## src/rtl/vga_sync_generator.sv

```systemverilog
// vga_sync_generator: VGA sync, visible-area flag, pixel coordinates and line/frame pulses
// advanced by a one-clk pixel strobe; every output is registered with the counters.
module vga_sync_generator #(
    parameter int unsigned H_VISIBLE   = 640,
    parameter int unsigned H_FRONT     = 16,
    parameter int unsigned H_SYNC      = 96,
    parameter int unsigned H_BACK      = 48,
    parameter int unsigned V_VISIBLE   = 480,
    parameter int unsigned V_FRONT     = 10,
    parameter int unsigned V_SYNC      = 2,
    parameter int unsigned V_BACK      = 33,
    parameter bit          SYNC_ACTIVE = 1'b0
) (
    input  logic       clk,
    input  logic       rst,
    input  logic       pixel_synch_en,
    output logic       hsync,
    output logic       vsync,
    output logic       video_on,
    output logic [9:0] pixel_x,
    output logic [9:0] pixel_y,
    output logic       line_start,
    output logic       frame_start
);
    localparam int unsigned H_TOTAL = H_VISIBLE + H_FRONT + H_SYNC + H_BACK;
    localparam int unsigned V_TOTAL = V_VISIBLE + V_FRONT + V_SYNC + V_BACK;
    localparam logic [9:0] H_MAX = 10'(H_TOTAL - 1);
    localparam logic [9:0] H_FP  = 10'(H_VISIBLE);
    localparam logic [9:0] H_SP  = 10'(H_VISIBLE + H_FRONT);
    localparam logic [9:0] H_BP  = 10'(H_VISIBLE + H_FRONT + H_SYNC);
    localparam logic [9:0] V_MAX = 10'(V_TOTAL - 1);
    localparam logic [9:0] V_FP  = 10'(V_VISIBLE);
    localparam logic [9:0] V_SP  = 10'(V_VISIBLE + V_FRONT);
    localparam logic [9:0] V_BP  = 10'(V_VISIBLE + V_FRONT + V_SYNC);

    typedef enum logic [1:0] {VIS, FRONT, SYNC, BACK} phase_e;

    phase_e     h_st_q, h_st_d, v_st_q, v_st_d;
    logic [9:0] h_q, h_d, v_q, v_d;
    logic       hs_q, hs_d, vs_q, vs_d, von_q, von_d, ls_q, ls_d, fs_q, fs_d;
    logic       h_wrap, v_wrap;

    always_ff @(posedge clk) begin
        if (rst) begin
            h_q    <= H_MAX;
            v_q    <= V_MAX;
            h_st_q <= BACK;
            v_st_q <= BACK;
            hs_q   <= ~SYNC_ACTIVE;
            vs_q   <= ~SYNC_ACTIVE;
            von_q  <= 1'b0;
            ls_q   <= 1'b0;
            fs_q   <= 1'b0;
        end else begin
            h_q    <= h_d;
            v_q    <= v_d;
            h_st_q <= h_st_d;
            v_st_q <= v_st_d;
            hs_q   <= hs_d;
            vs_q   <= vs_d;
            von_q  <= von_d;
            ls_q   <= ls_d;
            fs_q   <= fs_d;
        end
    end

    // Phases are decoded from the next counter values so they land in the same edge as the counters.
    always_comb begin
        h_wrap = pixel_synch_en && (h_q == H_MAX);
        v_wrap = h_wrap && (v_q == V_MAX);
        h_d    = !pixel_synch_en ? h_q : h_wrap ? 10'd0 : h_q + 10'd1;
        v_d    = !h_wrap ? v_q : v_wrap ? 10'd0 : v_q + 10'd1;
        h_st_d = h_d < H_FP ? VIS : h_d < H_SP ? FRONT : h_d < H_BP ? SYNC : BACK;
        v_st_d = v_d < V_FP ? VIS : v_d < V_SP ? FRONT : v_d < V_BP ? SYNC : BACK;
    end

    always_comb begin
        hs_d  = (h_st_d == SYNC) ? SYNC_ACTIVE : ~SYNC_ACTIVE;
        vs_d  = (v_st_d == SYNC) ? SYNC_ACTIVE : ~SYNC_ACTIVE;
        von_d = (h_st_d == VIS) && (v_st_d == VIS);
        ls_d  = h_wrap;
        fs_d  = v_wrap;
    end

    assign hsync       = hs_q;
    assign vsync       = vs_q;
    assign video_on    = von_q;
    assign pixel_x     = h_q;
    assign pixel_y     = v_q;
    assign line_start  = ls_q;
    assign frame_start = fs_q;
endmodule

```

## config.mk

```make
export PLATFORM = sky130hd
export DESIGN_NAME = vga_sync_generator
export DESIGN_NICKNAME = d
export VERILOG_FILES = /design/src/rtl/vga_sync_generator.sv
export SDC_FILE = /design/constraint.sdc
export NUM_CORES = 1
export LEC_CHECK = 0
export BUFFER_PORTS_ARGS = -buffer_cell sky130_fd_sc_hd__buf_2
export CAP_MARGIN = 20
export CORE_AREA = 5 5 59 61
export CTS_CLUSTER_SIZE = 16
export DETAILED_ROUTE_END_ITERATION = 6
export DIE_AREA = 0 0 64 66
export GPL_ROUTABILITY_DRIVEN = 0
export GPL_TIMING_DRIVEN = 1
export PLACE_DENSITY = 0.83
export REMOVE_ABC_BUFFERS = 1
export SYNTH_ARGS = -nofsm -noshare
export SYNTH_HDL_FRONTEND = slang
export SYNTH_SLANG_ARGS = --single-unit
```

## constraint.sdc

```tcl
create_clock -name clk -period 1.9 [get_ports clk]
set_clock_uncertainty 0.1 [all_clocks]
set_input_delay 0.285 -clock clk [delete_from_list [all_inputs] [get_ports clk]]
set_output_delay 0.285 -clock clk [all_outputs]
set_load 0.05 [all_outputs]
```

==> results.toml <==
[die]
die-area_um2 = 4220
fp.dieW_um = 64
start_util_pct = 45.3
io_pins = 28
die_y_um = 66
core-area_um2 = 2930
rows = 20

[hold_path]
holdPathStages = 3
hp-start = "pixel_synch_en"
holdPathEnd = "pixel_x[0]"
min_path_type = "primary input to flop"

[synth]
netlist_area_um2 = 1330
ys.flop_type = "dfxtp_1"
async_reset_ff_share_pct = 0
synth_enable_flop_cells = 0
yosysWarnings = 0
synth_top_area_cell = "dfxtp_1"
synth.distinct_cells = 44
yosys.area.top_type_share_pct = 37.7
yosysSeqAreaShare_pct = 37.7
synthCells = 159
synth_seq_cells = 25
synth_area_leaders = "dfxtp_1 (38%), nand2_1 (4.2%), xnor2_1 (4.0%)"
avgSynthCellArea_um2 = 8.34

[place]
hpwl_um = 2770
place_inst = 246
preCtsSetupSlack_ns = -0.0750
io_buffers = 27

[power_and_ir_drop]
p_comb_share_pct = 46.9
internal-power_w = 0.000944
p_clk_share_pct = 15.1
switchingPower_w = 0.000643
p_seq_share_pct = 38.0
power_density_nw_per_um2 = 880
max-vdd-ir-drop_uv = 638
finalPower_w = 0.00159
cellLeakagePower_nw = 0.777
sw_frac_of_total_pct = 40.5

[routing]
met3_length_um = 261
first_pass_iters = 4
num_vias = 1441
wl_um = 3710
routed.top_layer = "met4"
m1WireLength_um = 1500
dr_wl_met2_um = 1820
ant_nets = 0
avgRoutedWirePerCell_um = 14.7
drtIter0Drc = 117
viasPerCell = 5.70
drc_errors = 0

[global_route]
grt_first_pass_wirelength_um = 6370
antenna_found_initial = 0
grt_pass1_vias = 1456
gr-total-overflow = 0
grt_max_degree = 14
track_usage_pct = 18.6

[timing]
hold_violations = 0
slew_viol_final = 0
post-route-min-period_ns = 1.94
max_slew.worst_pin.slew_ns = 0.402
finalSetupViolCount = 4
final.setup.worst_slack_ns = -0.0444
fmax_ghz = 0.514
finalCritPeriodShare_pct = 102
rsz0062_at_grt = "yes"
holdWs_ns = 0.178
slew_headroom_pct = 72.9

[final_layout]
instances_no_fill = 253
final_common_cell = "buf_4"
fin_util_pct = 61.6
nFillCells = 255
layout-drive-gt1-share_pct = 36.4
fin_nets = 227
syn_to_final_growth_pct = 35.9
layout_common_cells = "buf_4 (36), buf_2 (27), dfxtp_1 (24)"
antenna_cells = 0

[clock_network]
clock-root-buffer = "clkbuf_4"
clk_latency_ns = 0.32
h-tree-depth = 1
cts_buffers = 3
cts.sinks = 25
tritoncts = "built"
path_clk_slew_ns = 0.13
clock_path_buffers = 2

[run]
cap_violations = 0

[setup_path]
crit_type = "flop to flop"
start_kind = "flop"
reg2reg_depth = 8
arrival_ns = 2.12
r2r-start = "pixel_x[5]"
r2r_slack_ns = -0.04
reg2reg_to = "pixel_y[9]"
required_ns = 2.08
critical_path.max_fanout = 4
cp-end-kind = "flop"

[outcome]
status = "finished with violations"
violations = "negative setup slack"
-- cells in the mapped netlist, types with 2 or more instances --
master / instances
o211ai_1: 3
and2_1: 2
o21ai_0: 8
nand2_1: 15
dfxtp_1: 25
o2111ai_1: 2
nand4_1: 5
nor2_1: 13
and3_1: 4
nor4_1: 3
a21oi_1: 8
clkbuf_1: 5
inv_1: 7
and4_1: 2
xnor2_1: 6
xor2_1: 2
nand2b_1: 3
ha_1: 3
nor3_1: 9
nor3b_1: 2
nand3_1: 8
a31oi_1: 2
-- metal layers --
layer	vias to the layer above	global-route usage [%]
li1	708	-
met1	658	22.0
met2	60	31.2
met3	15	4.08
met4	0	9.61
met5	-	0
-- power by group through the flow --
stage | combinational, W | sequential (W) | clock (W)
detailed placement | 0.000703 | 0.000612 | 0
floorplan | 0.000246 | 0.000801 | 0
global placement | 0.000692 | 0.000611 | 0
CTS | 0.000718 | 0.000602 | 0.000255
finish | 0.000744 | 0.000603 | 0.000240
global route | 0.000801 | 0.000611 | 0.000277
-- worst max-delay path by stage --
stage	from	endpoint	slack, ns	cells after the start
floorplan	pixel_x[0]	vsync	-0.64	6
global placement	pixel_x[5]	vsync	-0.02	6
detailed placement	pixel_x[5]	vsync	-0.08	6
CTS	pixel_x[5]	video_on	0.0004	6
global route	pixel_x[5]	vsync	-0.16	6
finish	pixel_x[5]	pixel_y[9]	-0.04	8
-- state kept, by name, indices dropped and copies added, names as in the netlist --
name / cells
pixel_x: 10
pixel_y: 10
frame_start: 1
hsync: 1
line_start: 1
video_on: 1
vsync: 1
-- area by class of cell --
class,instances,area [µm²],share of cell area (%)
multi-input combinational,120,791,43.9
clock buffer,4,26.3,1.46
inverter,7,26.3,1.46
sequential,25,502,27.8
timing repair buffer,64,417,23.1
tap,33,41.3,2.29
-- kinds of logic (layout without fill, tap and decap cells) --
logic type      count (synthesis)  after routing  synth area share, %
buf+inv                        14             75                 4.62
flops                          25             25                 37.7
simple gates                   75             75                 31.7
fa+ha+maj                       3              3                 2.83
xor+xnor                        8              8                 5.28
compound gates                 34             34                 17.8
-- what timing repair did --
| item | 4_1_cts | 5_1_grt |
|---|---|---|
| pin swaps | 2 | 5 |
| setup endpoints to repair | 6 | 8 |
| buffers inserted | 1 | 2 |
| hold buffers | 0 | 0 |
| resized for setup | 3 | 5 |
-- through the flow --
stage / area [µm²] / TNS, ns
floorplan: 1290 / -6.03
global placement: 1720 / -0.0379
detailed placement: 1720 / -0.131
CTS: 1770 / 0
global route: 1800 / -0.659
finish: 1800 / -0.135
-- critical path: stages (launching register included) --
cell	delay [ns]
dfxtp_2	0.36
or4b_4	0.56
nor4_4	0.17
buf_4	0.18
buf_4	0.11
buf_6	0.08
a211oi_1	0.07
nor2_2	0.14
buf_4	0.13
Power figures use the tool's default switching activity.
